### src/rtl/if_id_queue_pkg.sv
// Shared constants and types for the IF/ID instruction queue.
// These mirror the defines.v constants used elsewhere in the pipeline:
// StallBus, InstAddrBus, InstBus, ZeroWord, Stop and NotStop.
// Optional feature macro used by the queue: IF_ID_QUEUE_BYPASS_EN.
package if_id_queue_pkg;

    // Pipeline stall vector width and the bit that holds the ID stage.
    localparam int STALL_BUS_W     = 6;
    localparam int STALL_ID_BIT    = 1;

    // Instruction address and instruction word widths.
    localparam int INST_ADDR_BUS_W = 32;
    localparam int INST_BUS_W      = 32;

    // All-zero word; an all-zero instruction is the pipeline NOP.
    localparam logic [31:0] ZERO_WORD = 32'h0000_0000;

    // Stall bit encodings.
    localparam logic STOP     = 1'b1;
    localparam logic NOT_STOP = 1'b0;

    // One queue slot: the fetched PC together with its instruction word.
    typedef struct packed {
        logic [INST_ADDR_BUS_W-1:0] pc;
        logic [INST_BUS_W-1:0]      inst;
    } entry_t;

endpackage

### src/rtl/if_id_queue.sv
// IF/ID decoupling queue: a small circular FIFO of fetched instructions
// between the fetch and decode stages, with flush and ID-stall handling.
// Optional macro IF_ID_QUEUE_BYPASS_EN: when defined, an instruction
// pushed into an empty queue is presented to decode in the same cycle,
// and is not stored at all if decode consumes it in that cycle.
module if_id_queue
    import if_id_queue_pkg::*;
#(
    parameter int DEPTH = 4
)
(
    input  logic                       clk,
    input  logic                       rst,
    input  logic [STALL_BUS_W-1:0]     stall,
    input  logic                       flush_i,
    input  logic                       if_valid_i,
    input  logic [INST_ADDR_BUS_W-1:0] if_pc_i,
    input  logic [INST_BUS_W-1:0]      if_inst_i,
    output logic                       if_ready_o,
    output logic                       id_valid_o,
    output logic [INST_ADDR_BUS_W-1:0] id_pc_o,
    output logic [INST_BUS_W-1:0]      id_inst_o,
    output logic [$clog2(DEPTH):0]     count_o
);

    localparam int PTR_W = $clog2(DEPTH);
    localparam int CNT_W = PTR_W + 1;

    localparam logic [CNT_W-1:0] FULL_COUNT = CNT_W'(DEPTH);
    localparam logic [CNT_W-1:0] CNT_ONE    = CNT_W'(1);
    localparam logic [PTR_W-1:0] PTR_ONE    = PTR_W'(1);

    entry_t           mem [DEPTH];
    logic [PTR_W-1:0] rd_ptr;
    logic [PTR_W-1:0] wr_ptr;
    logic [CNT_W-1:0] count;

    logic   queue_valid;
    logic   id_hold;
    logic   push;
    logic   pop;
    logic   store;
    logic   deq;
    logic   bypass_hit;
    entry_t head;
    entry_t in_entry;

    // Only the ID-stage bit of the stall vector matters here.
    logic   unused_stall_bits;
    assign unused_stall_bits = ^{stall[STALL_BUS_W-1:STALL_ID_BIT+1], stall[STALL_ID_BIT-1:0]};

    // Readiness depends on occupancy alone, so a push into a full queue is
    // dropped even when decode frees a slot in the same cycle.
    assign if_ready_o  = (count != FULL_COUNT);
    assign queue_valid = (count != '0);
    assign id_hold     = (stall[STALL_ID_BIT] == STOP);
    assign push        = if_valid_i && if_ready_o && !flush_i;
    assign in_entry    = '{pc: if_pc_i, inst: if_inst_i};
    assign head        = mem[rd_ptr];
    assign count_o     = count;

`ifdef IF_ID_QUEUE_BYPASS_EN
    assign bypass_hit = push && !queue_valid;
`else
    assign bypass_hit = 1'b0;
`endif

    // Present the head entry (or the bypassed fetch) to decode; NOP when empty.
    always_comb begin
        id_valid_o = queue_valid || bypass_hit;
        id_pc_o    = ZERO_WORD;
        id_inst_o  = ZERO_WORD;
        if (bypass_hit) begin
            id_pc_o   = if_pc_i;
            id_inst_o = if_inst_i;
        end else if (queue_valid) begin
            id_pc_o   = head.pc;
            id_inst_o = head.inst;
        end
    end

    // A bypassed entry consumed in the same cycle never touches storage.
    assign pop   = id_valid_o && (stall[STALL_ID_BIT] == NOT_STOP) && !flush_i;
    assign store = push && !(bypass_hit && pop);
    assign deq   = pop && !bypass_hit;

    // Pointer and occupancy bookkeeping; reset beats flush, flush beats traffic.
    always_ff @(posedge clk) begin
        if (rst) begin
            rd_ptr <= '0;
            wr_ptr <= '0;
            count  <= '0;
        end else if (flush_i) begin
            rd_ptr <= '0;
            wr_ptr <= '0;
            count  <= '0;
        end else begin
            if (store) begin
                wr_ptr <= wr_ptr + PTR_ONE;
            end
            if (deq && !id_hold) begin
                rd_ptr <= rd_ptr + PTR_ONE;
            end
            case ({store, deq})
                2'b10:   count <= count + CNT_ONE;
                2'b01:   count <= count - CNT_ONE;
                default: count <= count;
            endcase
        end
    end

    // Entry storage; contents are never cleared, only overwritten.
    always_ff @(posedge clk) begin
        if (!rst && store) begin
            mem[wr_ptr] <= in_entry;
        end
    end

endmodule
### config.mk
export PLATFORM = sky130hd
export DESIGN_NAME = if_id_queue
export DESIGN_NICKNAME = d
export VERILOG_FILES = /design/src/rtl/if_id_queue_pkg.sv /design/src/rtl/if_id_queue.sv
export SDC_FILE = /design/constraint.sdc
export NUM_CORES = 1
export LEC_CHECK = 0
export BUFFER_PORTS_ARGS = -buffer_cell sky130_fd_sc_hd__buf_4
export CAP_MARGIN = 20
export CELL_PAD_IN_SITES_DETAIL_PLACEMENT = 0
export CELL_PAD_IN_SITES_GLOBAL_PLACEMENT = 1
export CORE_MARGIN = 8
export CORE_UTILIZATION = 53
export DETAILED_ROUTE_END_ITERATION = 6
export GPL_TIMING_DRIVEN = 0
export HOLD_SLACK_MARGIN = 0.12
export PLACE_DENSITY_LB_ADDON = 0.3
export SYNTH_ARGS = -nofsm -noshare
export SYNTH_HDL_FRONTEND = slang
export SYNTH_SLANG_ARGS = --single-unit
### constraint.sdc
create_clock -name clk -period 6.3 [get_ports clk]
set_input_delay 0.63 -clock clk [delete_from_list [all_inputs] [get_ports clk]]
set_output_delay 0.63 -clock clk [all_outputs]
set_load 0.005 [all_outputs]
# --- Word level (Yosys, flattened, before mapping) ---
# Memory sizes are Yosys's and may differ from the RTL's. A register that Yosys moved wholly into a read port is not among the register bits.
# Index checks and enable logic that the tools add are counted.
totals:
  regBits: 7
  mem_bits_rw: 256
  inputBits: 74
  memories: 1
memory_table:
  columns: ["name", "depth", "width", "rd", "rd_clocked_by_memory_dff", "write_ports", "line", "text"]
  rows:
  - ["mem", 4, 64, 1, 1, 1, "if_id_queue.sv:33", "entry_t mem [DEPTH];"]
op_classes:
  add_sub_neg: 4
  n_eq_ne: 3
  mux: 7
  n_bitwise: 1
  reduce_logical: 12
op_table:
  columns: ["operator", "n"]
  rows:
  - ["two-way mux 32 bit", 2]
  - ["logical AND 1 bit", 6]
  - ["case mux 3 bit (2 select lines)", 1]
  - ["adder 2 x 1 -> 2 bit, second input constant", 2]
  - ["two-way mux 2 bit", 2]
  - ["adder 3 x 1 -> 3 bit, second input constant", 1]
  - ["zero test 1 bit", 3]
  - ["inequality test 3 bit, second input constant", 1]
  - ["nonzero test 3 bit", 1]
  - ["subtractor 3 x 1 -> 3 bit, second input constant", 1]
  - ["== test 2 x 1 -> 1 bit, second input constant", 1]
  - ["== test 2 bit, second input constant", 1]
  - ["two-way mux 1 bit", 2]
  - ["nonzero test 2 bit", 1]
  - ["OR reduction 2 bit", 1]
  - ["NOT 1 bit", 1]

# --- Depth between registers and ports, before layout ---
# Gate-level depths: netlist (run 1).
logic_depth:
  depth_word: 6
  ltp_mapped: 9

# --- Least setup slack after synthesis (run 1) ---
# Ideal clock, no wire load.
synth_path:
  path_type: "in2reg"
  startpoint: "input port flush_i"
  endpoint: "memory mem[0][0] (netlist bit), enable pin"
  t_arrival_ps: 2468
  required_time_ps: 5871
  slack_ps: 3403
  stages: 2
  cell_sequence: "nor2_1 > and3_1"
synth_between:
  elab_chain_len: 5
synth_rtl:
  columns: ["item", "line", "text"]
  rows:
  - ["from (decl)", "if_id_queue.sv:15", "input logic flush_i,"]
  - ["zero test 1 bit", "if_id_queue.sv:57", "assign push = if_valid_i && if_ready_o && !flush_i;"]
  - ["logical AND 1 bit", "if_id_queue.sv:57", null]
  - ["logical AND 1 bit", "if_id_queue.sv:114", "if (!rst && store) begin"]
  - ["two-way mux 1 bit", "if_id_queue.sv:114", null]
  - ["two-way mux 1 bit (implied by the code)", "if_id_queue.sv:115", "mem[wr_ptr] <= in_entry;"]
  - ["to (decl)", "if_id_queue.sv:33", null]
# Every way passes these cells.

# --- Worst setup path in the final report (run 1) ---
layout_path:
  startpoint: "register count[0], in the netlist count_o[0]"
  endpoint: "output port id_pc_o[19]"
layout_between:
  elab_chain_len: 2
layout_rtl:
  columns: ["item", "line", "text"]
  rows:
  - ["from (decl)", "if_id_queue.sv:36", "logic [CNT_W-1:0] count;"]
  - ["from (signal assigned)", "if_id_queue.sv:105", "2'b10: count <= count + CNT_ONE;"]
  - ["from (signal assigned)", "if_id_queue.sv:106", "2'b01: count <= count - CNT_ONE;"]
  - ["from (signal assigned)", "if_id_queue.sv:107", "default: count <= count;"]
  - ["nonzero test 3 bit", "if_id_queue.sv:55", "assign queue_valid = (count != '0);"]
  - ["two-way mux 32 bit", "if_id_queue.sv:76", "end else if (queue_valid) begin"]
  - ["to (decl)", "if_id_queue.sv:21", "output logic [INST_ADDR_BUS_W-1:0] id_pc_o,"]
# Every way passes these cells.

==> results of run 1 <==
-- cells in the mapped netlist (2+ instances only) --
cell	count	area (sq um)
edfxtp_1	256	7690
and2_1	64	400
mux4_2	64	1440
dfxtp_1	9	180
clkbuf_1	8	30.0
buf_6	7	78.8
buf_2	6	30.0
inv_1	6	22.5
a21oi_1	5	25.0
ha_1	5	62.6
and3_1	4	25.0
nor2_1	4	15.0
o21ai_0	4	20.0
or3_1	3	18.8
nand2b_1	2	12.5
nand4_1	2	12.5
xor2_1	2	17.5
-- sequential cells by signal, summed over array words and instances (netlist names), named ones only --
name	cells
count_o	3
mem	256
rd_ptr	2
wr_ptr	2
-- placed cells by master, fill, tap and decap left out, types with 2 or more instances in the layout --
cell / synthesis / layout
nor2_1: 4 / 4
bufinv_16: 0 / 3
buf_4: 0 / 137
nand4_1: 2 / 2
xor2_1: 2 / 2
inv_1: 6 / 6
or3_1: 3 / 3
clkbuf_16: 0 / 27
buf_12: 0 / 2
buf_6: 7 / 7
buf_16: 0 / 2
mux4_2: 64 / 64
dfxtp_1: 9 / 9
o21ai_0: 4 / 4
ha_1: 5 / 5
clkinvlp_4: 0 / 4
edfxtp_1: 256 / 256
clkinv_2: 0 / 4
nand2b_1: 2 / 2
clkinv_1: 0 / 5
and3_4: 0 / 4
and2_1: 64 / 64
a21oi_1: 5 / 5
clkbuf_1: 8 / 12
buf_2: 6 / 6
-- critical path, cell delays in order, from the launching register on --
cell and delay, ns:
dfxtp_1 0.46, nor3_2 0.13, inv_1 0.08, clkbuf_1 0.42, clkbuf_1 0.39, and2_1 0.21
buf_4 0.11
-- area by class of cell --
cell class | count | share of cell area
tap | 234 | 0.0235
clock inverter | 16 | 0.0128
inverter | 6 | 0.00181
timing repair buffer | 141 | 0.0903
sequential | 265 | 0.632
multi-input combinational | 167 | 0.172
clock buffer | 31 | 0.0555
buffer | 22 | 0.0116
-- path summary, 6_finish.rpt --
path,startpoint,to,slack [ns],cells past startpoint
worst max-delay path,count_o[0],id_pc_o[19],3.36,6
worst min register to register,wr_ptr[0],wr_ptr[0],0.53,2
worst max register to register,count_o[2],count_o[2],3.83,9
worst min-delay path,if_inst_i[24],mem[0][24],0.32,1
-- through the flow --
| stage | utilization | std cells | power (mW) |
|---|---|---|---|
| 6_report | 0.663 | 882 | 3.61 |
| 5_1_grt | 0.663 | 882 | 3.72 |
| 2_1_floorplan | - | 460 | 2.04 |
| 3_5_place_dp | 0.618 | 835 | 2.13 |
| 4_1_cts | 0.663 | 882 | 3.64 |
| 3_3_place_gp | 0.612 | 831 | 2.12 |
-- power groups by stage --
stage	registers (mW)	clock network (mW)	logic, mW
3_5_place_dp	1.99	0	0.138
3_3_place_gp	1.99	0	0.130
2_1_floorplan	1.99	0	0.0496
4_1_cts	1.96	1.55	0.138
5_1_grt	1.96	1.62	0.148
6_report	1.96	1.52	0.136
-- routing by layer --
| layer | up-vias | global-route usage |
|---|---|---|
| li1 | 2206 | - |
| met1 | 2596 | 0.203 |
| met2 | 118 | 0.290 |
| met3 | 19 | 0.0362 |
| met4 | 0 | 0.0317 |
| met5 | - | 0 |
-- logic make-up after synthesis --
family	after synthesis
AOI/OAI and AO/OA	10
and+or+nand+nor	85
xor gates and xnor gates	2
muxes	64
buffers and inverters	28
adders and majority gates	6
DFF	265
==> impl_metrics.json, run 1 <==
{
  "yosysSeqAreaShare": 0.774,
  "relSlewSlack": 0.650,
  "htreeDepth": 1,
  "p_int_mw": 2.93,
  "diodes": 0,
  "hold_violations": 0,
  "synth-xor-area-share": 0.00172,
  "synth_seq_cells": 265,
  "synthSimpleGateAreaFrac": 0.0518,
  "maxUsedRoutingLayer": "met4",
  "detail-route-antenna-nets": 0,
  "fmax_mhz": 340,
  "clock_path_buffers": 3,
  "nets": 709,
  "powerDensity_mw_per_mm2": 290,
  "synth_top_family_by_area": "multiplexers",
  "dp_hpwl_mm": 12.3,
  "worstMarginPinSlew_ns": 0.525,
  "synth_fa_ha_area_frac": 0.00813,
  "drcViolationCount": 0,
  "ctsHoldBuffers": 0,
  "yosysUniqueCellTypes": 26,
  "final_area_sq_mm": 0.0124,
  "routed-via-count": 4939,
  "fillers": 1256,
  "swShare": 0.189,
  "initial_utilization": 0.541,
  "synth_edf_count": 256,
  "worstPathRequired_ns": 5.67,
  "area_growth_pct": 22.5,
  "dieHeight_um": 154,
  "p_switching_mw": 0.682,
  "grt_pass1_wl_mm": 30.4,
  "die_w_um": 154,
  "path_max_fanout": 10,
  "setup_viol": 0,
  "track_usage": 0.163,
  "maxCapViolations": 0,
  "cts_tree": "built",
  "finalCriticalPeriod_ns": 2.94,
  "multiInputGateArea_sq_mm": 0.00215,
  "synth_mux_area_frac": 0.142,
  "combPwrFrac": 0.038,
  "async_flop_share": 0,
  "placed_area_sq_mm": 0.0116,
  "gp_congestion": 0.710,
  "drtIter0Drc": 264,
  "arrival_ns": 2.31,
  "clk_pin_slew_worst_paths_ns": 0.06,
  "syn_nets": 540,
  "vias_per_cell": 5.60,
  "seqPwrFrac": 0.542,
  "critPathLaunchType": "flop",
  "num_io_pins": 143,
  "met2_length_mm": 10.1,
  "yosysWarnings": 0,
  "synthFlopType": "edfxtp_1",
  "syn_area_per_cell_sq_um": 22.1,
  "dp_slack_ns": 3.80,
  "hold_ws_ns": 0.315,
  "port-buffer-count": 137,
  "ir_drop_uv": 208,
  "synth_cells": 460,
  "syn-cell-area_sq_mm": 0.0102,
  "drtPass1Iterations": 4,
  "synth_compound_area_frac": 0.00567,
  "seq_area_sq_mm": 0.00787,
  "cts_buffers": 26,
  "p_leak_nw": 4.24,
  "clkLatencyLatePin_ns": 0.51,
  "outcome": "completed",
  "layout-drive-gt1-share": 0.409,
  "grt-ovfl-total": 0,
  "slew_viol_final": 0,
  "rsz0062_at_grt": "no",
  "grt_max_degree": 37,
  "setup_tns_ns": 0,
  "wl_per_cell_um": 22.0,
  "dieArea_sq_mm": 0.0239,
  "row_count": 50,
  "finalCritPeriodShare": 0.467,
  "core_sq_mm": 0.0188,
  "cts_sinks": 265,
  "ctsResizeCount": 0,
  "post_cts_buffers": 0,
  "clock-skew-final_ns": 0.0106,
  "end_kind": "output pin",
  "clockRootBuffer": "clkbuf_16",
  "setup_ws_ns": 3.36,
  "antenna_found_initial": 0,
  "wl_met3_mm": 1.01,
  "grt_pass1_vias": 5535,
  "hp-class": "input pin to flop",
  "worstSetupPathType": "flop to output pin",
  "wl_met1_mm": 7.99,
  "wl_mm": 19.4,
  "clkPwrFrac": 0.420
}
(Power assumes the default switching activity.)
==> run 2: changes to the inputs <==
CORE_UTILIZATION = 49   (was 53)
clock period = 2.85 ns   (was 6.3 ns; I/O delays follow)
==> run 2 against run 1 <==
Against the previous run:
- combinational power increased to 2.8 times the previous value
- die area increased by 7.3%
- clock-buffer cell count increased by 1
- first-iteration DRC count increased by 1.9%
- register-to-register slack got worse by 3.5 ns
- power increased by 120%
- critical path type unchanged
- largest power group unchanged
==> impl_metrics.json, run 2 (synthesis results as in run 1) <==
{
  "arrival_ns": 2.33,
  "finalCritPeriodShare": 0.917,
  "num_io_pins": 143,
  "drtIter0Drc": 269,
  "nets": 775,
  "fmax_mhz": 382,
  "crit_slowest_cell": "dfxtp_1",
  "core_sq_mm": 0.0203,
  "clockRootBuffer": "clkbuf_16",
  "area_growth_pct": 29.1,
  "clock-skew-final_ns": 0.00965,
  "worstSetupPathType": "flop to output pin",
  "diodes": 0,
  "outcome": "completed",
  "mostFrequentLayoutCell": "edfxtp_1",
  "critPathLaunchType": "flop",
  "rsz0062_at_grt": "no",
  "hp-start": "rst",
  "slew_viol_final": 0,
  "reg2reg_depth": 9,
  "p_leak_nw": 4.51,
  "placed_area_sq_mm": 0.0116,
  "maxCapViolations": 0,
  "cts_tree": "built",
  "powerDensity_mw_per_mm2": 605,
  "final_util": 0.646,
  "detail-route-antenna-nets": 0,
  "hp-class": "input pin to flop",
  "grt_pass1_wl_mm": 31.1,
  "cts_buffers": 26,
  "finalCriticalPeriod_ns": 2.61,
  "multiInputGateArea_sq_mm": 0.00215,
  "clk_pin_slew_worst_paths_ns": 0.06,
  "layout-drive-gt1-share": 0.368,
  "top_register": "mem",
  "fillers": 1445,
  "clkLatencyLatePin_ns": 0.51,
  "worstPathRequired_ns": 2.57,
  "worstPathCellList": "nor3_2 > inv_1 > clkbuf_1 > clkbuf_1 > and2_1 > buf_4",
  "routed-via-count": 5204,
  "dieHeight_um": 160,
  "drcViolationCount": 0,
  "htreeDepth": 1,
  "dp_cells": 871,
  "clock_path_buffers": 3,
  "grt-ovfl-total": 0,
  "port-buffer-count": 137,
  "cts_sinks": 265,
  "initial_utilization": 0.500,
  "crit_buf_inv": 4,
  "hold_path_depth": 4,
  "end_kind": "output pin",
  "ir_drop_uv": 489,
  "dp_hpwl_mm": 12.1,
  "hold_violations": 0,
  "gp_congestion": 0.729,
  "instances_no_fill": 984,
  "wl_per_cell_um": 19.9,
  "rr_endpoint": "count_o[2]",
  "cp_top_family": "buffers and inverters",
  "row_count": 52,
  "dieArea_sq_mm": 0.0256,
  "min_to": "wr_ptr[0]",
  "worstMarginPinSlew_ns": 0.556,
  "reg2reg_from": "count_o[2]",
  "grt_pass1_vias": 5788,
  "relSlewSlack": 0.629,
  "largest_reg_flops": 256,
  "most-common-layout-cells": "256 x edfxtp_1, 137 x buf_4, 66 x dlygate4sd3_1, 64 x mux4_2, 64 x and2_1",
  "wl_mm": 19.6,
  "vias_per_cell": 5.29,
  "track_usage": 0.151,
  "drtPass1Iterations": 4,
  "final_area_sq_mm": 0.0131,
  "grt_max_degree": 55,
  "path_max_fanout": 10,
  "cp_common_cell": "clkbuf_1",
  "seq_area_sq_mm": 0.00787,
  "reg2reg_slack_ns": 0.37,
  "finalPower_mw": 7.93,
  "antenna_found_initial": 0,
  "die_w_um": 160,
  "setup_viol": 0,
  "cp_slowest_stage_delay_ns": 0.43
}
[run 2: cell types whose count changed in the layout (fill, tap and decap cells not counted), sizes merged]
cell	before	now
clkinvlp	4	0
clkbuf	40	41
bufinv	3	2
dlygate4sd3	0	66
clkinv	9	13
[run 2: routing by layer]
| layer | up-vias | part of all wire | GRT usage |
|---|---|---|---|
| met5 | - | 0 | 0 |
| met4 | 0 | 0.016 | 0.0365 |
| met3 | 31 | 0.052 | 0.0355 |
| met2 | 131 | 0.51 | 0.261 |
| met1 | 2707 | 0.42 | 0.190 |
| li1 | 2335 | - | - |
[run 2: what timing repair did]
action,4_1_cts,5_1_grt
setup buffers,0,0
hold buffers,66,0
endpoints found under the setup margin,0,0
gates resized for setup,0,0
hold endpoints to repair,259,0
[run 2: worst reg2reg max path: stages (launching register included)]
cell      delay (ns)
dfxtp_1         0.41
or3b_1          0.45
and2_4          0.22
nand2b_1        0.07
ha_1            0.19
inv_1           0.06
fa_1            0.37
xor2_1          0.16
or3_1           0.31
a21oi_1         0.16
[run 2: worst max path at each step]
| stage | from | end | slack [ns] | cells after the start |
|---|---|---|---|---|
| detailed placement | count_o[2] | count_o[2] | 0.41 | 9 |
| finish | count_o[0] | id_inst_o[4] | 0.24 | 6 |
| CTS | count_o[0] | id_inst_o[4] | 0.13 | 6 |
| global route | count_o[1] | id_inst_o[4] | 0.003 | 6 |
| floorplan | count_o[0] | mem[0][0] | 0.09 | 3 |
| global placement | count_o[0] | mem[0][9] | -1.15 | 3 |
[run 2: cell type report]
cell class / count / area share
sequential: 265 / 0.600
multi-input combinational: 167 / 0.164
timing repair buffer: 207 / 0.136
clock buffer: 32 / 0.0530
tap: 270 / 0.0258
buffer: 22 / 0.0110
clock inverter: 15 / 0.00897
inverter: 6 / 0.00172
[run 2: through the flow]
stage                     hold WS [ns]  worst slack [ns]  setup TNS, ns
after floorplan                  0.384            0.0885              0
after global placement           0.472             -1.15        -292.53
after detailed placement         0.490             0.410              0
after CTS                        0.157             0.129              0
after global routing             0.197           0.00303              0
final                            0.178             0.235              0
[run 2: where the power goes]
part           switching (mW)  internal [mW]  total (mW)
registers             0.00995           4.31        4.32
logic                   0.158          0.218       0.376
clock network            1.33           1.90        3.23
==> run 3: changes to the inputs <==
ABC_AREA = 1   (was not set)
CORE_UTILIZATION = 42   (was 49)
clock period = 2.17 ns   (was 2.85 ns; I/O delays follow)
==> run 3 against run 2 <==
Against the previous run:
- register-to-register slack worse by 0.16 ns
- clock skew hardly changed
- via count is 31% higher
- setup slack worse by 0.16 ns
- critical path depth stayed put
- clock-buffer cell count is 3 lower
- cell area is 4.5% higher
- power is 32% higher
- largest cell class unchanged
- largest power group unchanged
==> impl_metrics.json, run 3 <==
{
  "outcome": "completed",
  "clockRootBuffer": "clkbuf_16",
  "hp-start": "if_pc_i[13]",
  "drtIter0Drc": 400,
  "dp_hpwl_mm": 15.3,
  "die_w_um": 174,
  "slew_viol_final": 0,
  "routed-via-count": 6818,
  "synth_commonest_cells": "269 x nor2_1, 256 x edfxtp_1, 120 x o21ai_0",
  "end_kind": "output pin",
  "vias_per_cell": 4.80,
  "finalCriticalPeriod_ns": 2.09,
  "nets": 1156,
  "detail-route-antenna-nets": 0,
  "critPathLaunchType": "flop",
  "gp_congestion": 0.746,
  "multiInputGateArea_sq_mm": 0.00224,
  "synthDominantCellAreaShare": 0.738,
  "dieHeight_um": 174,
  "synth_seq_cells": 265,
  "hp-class": "input pin to flop",
  "drtPass1Iterations": 4,
  "maxCapViolations": 0,
  "ir_drop_uv": 664,
  "hold_violations": 0,
  "rsz0062_at_grt": "yes",
  "powerDensity_mw_per_mm2": 764,
  "clock-skew-final_ns": 0.00939,
  "fillers": 2001,
  "worstMarginPinSlew_ns": 0.567,
  "port-buffer-count": 137,
  "reg2reg_from": "count_o[1]",
  "crit_buf_inv": 3,
  "wl_mm": 24.7,
  "final_area_sq_mm": 0.0137,
  "largest_reg_flops": 256,
  "yosys.area.top_type": "edfxtp_1",
  "track_usage": 0.159,
  "wl_per_cell_um": 17.4,
  "worstPathCellList": "nor2_1 > nand2_2 > inv_4 > buf_4 > a21oi_1 > buf_4",
  "clock_path_buffers": 3,
  "num_io_pins": 143,
  "syn-cell-area_sq_mm": 0.0104,
  "grt_pass1_vias": 6825,
  "fmax_mhz": 478,
  "yosysWarnings": 0,
  "cp_top_family": "buffers and inverters",
  "yosysSeqAreaShare": 0.755,
  "cp_slowest_stage_delay_ns": 0.33,
  "diodes": 0,
  "met2_length_mm": 12.2,
  "setup_tns_ns": 0,
  "cts_tree": "built",
  "worstSetupPathType": "flop to output pin",
  "synth_cells": 829,
  "maxUsedRoutingLayer": "met4",
  "finalPower_mw": 10.5,
  "row_count": 57,
  "placed_area_sq_mm": 0.0121,
  "wl_met1_mm": 10.8,
  "grt_max_degree": 29,
  "syn_nets": 909,
  "grt_pass1_wl_mm": 38.0,
  "clk_pin_slew_worst_paths_ns": 0.06,
  "async_flop_share": 0,
  "core_sq_mm": 0.0243,
  "drcViolationCount": 0,
  "area_growth_pct": 31.4,
  "reg2reg_slack_ns": 0.21,
  "crit_slowest_cell": "dfxtp_1",
  "layout-drive-gt1-share": 0.224,
  "cts_sinks": 265,
  "syn_area_per_cell_sq_um": 12.6,
  "dieArea_sq_mm": 0.0301,
  "netlist_top_cells_area": "edfxtp_1 74%, nor2_1 9.7%, o21ai_0 5.8%",
  "mostFrequentLayoutCell": "nor2_1",
  "arrival_ns": 1.88,
  "synth_edf_count": 256,
  "cts_buffers": 27,
  "htreeDepth": 1,
  "crit_start": "count_o[1]",
  "relSlewSlack": 0.621,
  "initial_utilization": 0.429,
  "synth_most_common_cell": "nor2_1",
  "clkLatencyLatePin_ns": 0.52,
  "setup_viol": 0,
  "antenna_found_initial": 0,
  "most-common-layout-cells": "265 x nor2_1, 256 x edfxtp_1, 151 x buf_4, 120 x o21ai_0, 71 x dlygate4sd3_1",
  "grt-ovfl-total": 0,
  "yosysUniqueCellTypes": 17,
  "seq_area_sq_mm": 0.00787,
  "cp_common_cell": "buf_4",
  "path_max_fanout": 10,
  "wl_met3_mm": 1.21,
  "synthFlopType": "edfxtp_1",
  "worstPathRequired_ns": 1.95,
  "finalCritPeriodShare": 0.964,
  "top_register": "mem",
  "p_leak_nw": 5.03
}
run 3: changes by cell type in the layout (fill, tap and decap cells not counted), moves of 7 or more:
cell / before / now
nor2_1: 4 / 265
o21ai_0: 4 / 120
and2_1: 64 / 0
mux4_2: 64 / 0
a21oi_1: 5 / 63
nand2_1: 1 / 16
buf_4: 137 / 151
clkbuf_4: 0 / 13
inv_1: 6 / 18
clkbuf_1: 13 / 2
o21ai_1: 0 / 10
buf_12: 2 / 9
run 3: repair_timing:
| item | in CTS | in global routing |
|---|---|---|
| setup buffers | 2 | 0 |
| cloned | 0 | 0 |
| endpoints found under the setup margin | 87 | 38 |
| pin swaps | 1 | 2 |
| hold buffers | 71 | 0 |
| endpoints found under the hold margin | 261 | 0 |
| gates resized for setup | 29 | 31 |
run 3: per-layer routing:
layer  vias up  track usage
li1       3425            -
met2       149        0.276
met1      3213        0.202
met5         -            0
met4         0       0.0392
met3        31       0.0285
run 3: final cells by class:
class                   instances  share of cell area
plain buffers                  47              0.0283
clock buffers                  29              0.0499
repair buffers                218               0.140
flip-flops and latches        265               0.574
inverters                      21             0.00594
well taps                     324              0.0296
clock inverters                19             0.00849
multi-input cells             496               0.164
run 3: metrics by stage:
stage | hold slack, ns | std cells | utilization | worst slack (ns)
CTS | 0.414 | 1419 | 0.561 | 0.00523
floorplan | 0.316 | 829 | - | 0.00723
detailed placement | 0.419 | 1298 | 0.496 | -0.105
global route | 0.430 | 1419 | 0.563 | -0.0342
finish | 0.437 | 1419 | 0.563 | 0.0778
global placement | 0.419 | 1290 | 0.489 | -0.921
run 3: worst paths after layout:
path | endpoint | cells after the start
max | id_pc_o[4] | 6
min | mem[2][45] | 2
max reg2reg | count_o[2] | 12
min reg2reg | flop | 2
run 3: logic make-up (layout without fill, tap and decap cells):
family,count (synthesis),count (layout),share of synthesized area
and+or+nand+nor,292,292,0.106
adders and majority gates,6,6,0.00792
AOI/OAI and AO/OA,198,198,0.0951
buffers and inverters,68,334,0.0363
DFF,265,265,0.755
run 3: power by group:
| group | total [mW] | internal, mW | switching [mW] |
|---|---|---|---|
| Clock | 4.16 | 2.38 | 1.78 |
| Combinational | 0.621 | 0.314 | 0.307 |
| Sequential | 5.69 | 5.67 | 0.0139 |
| Total | 10.5 | 8.36 | 2.11 |
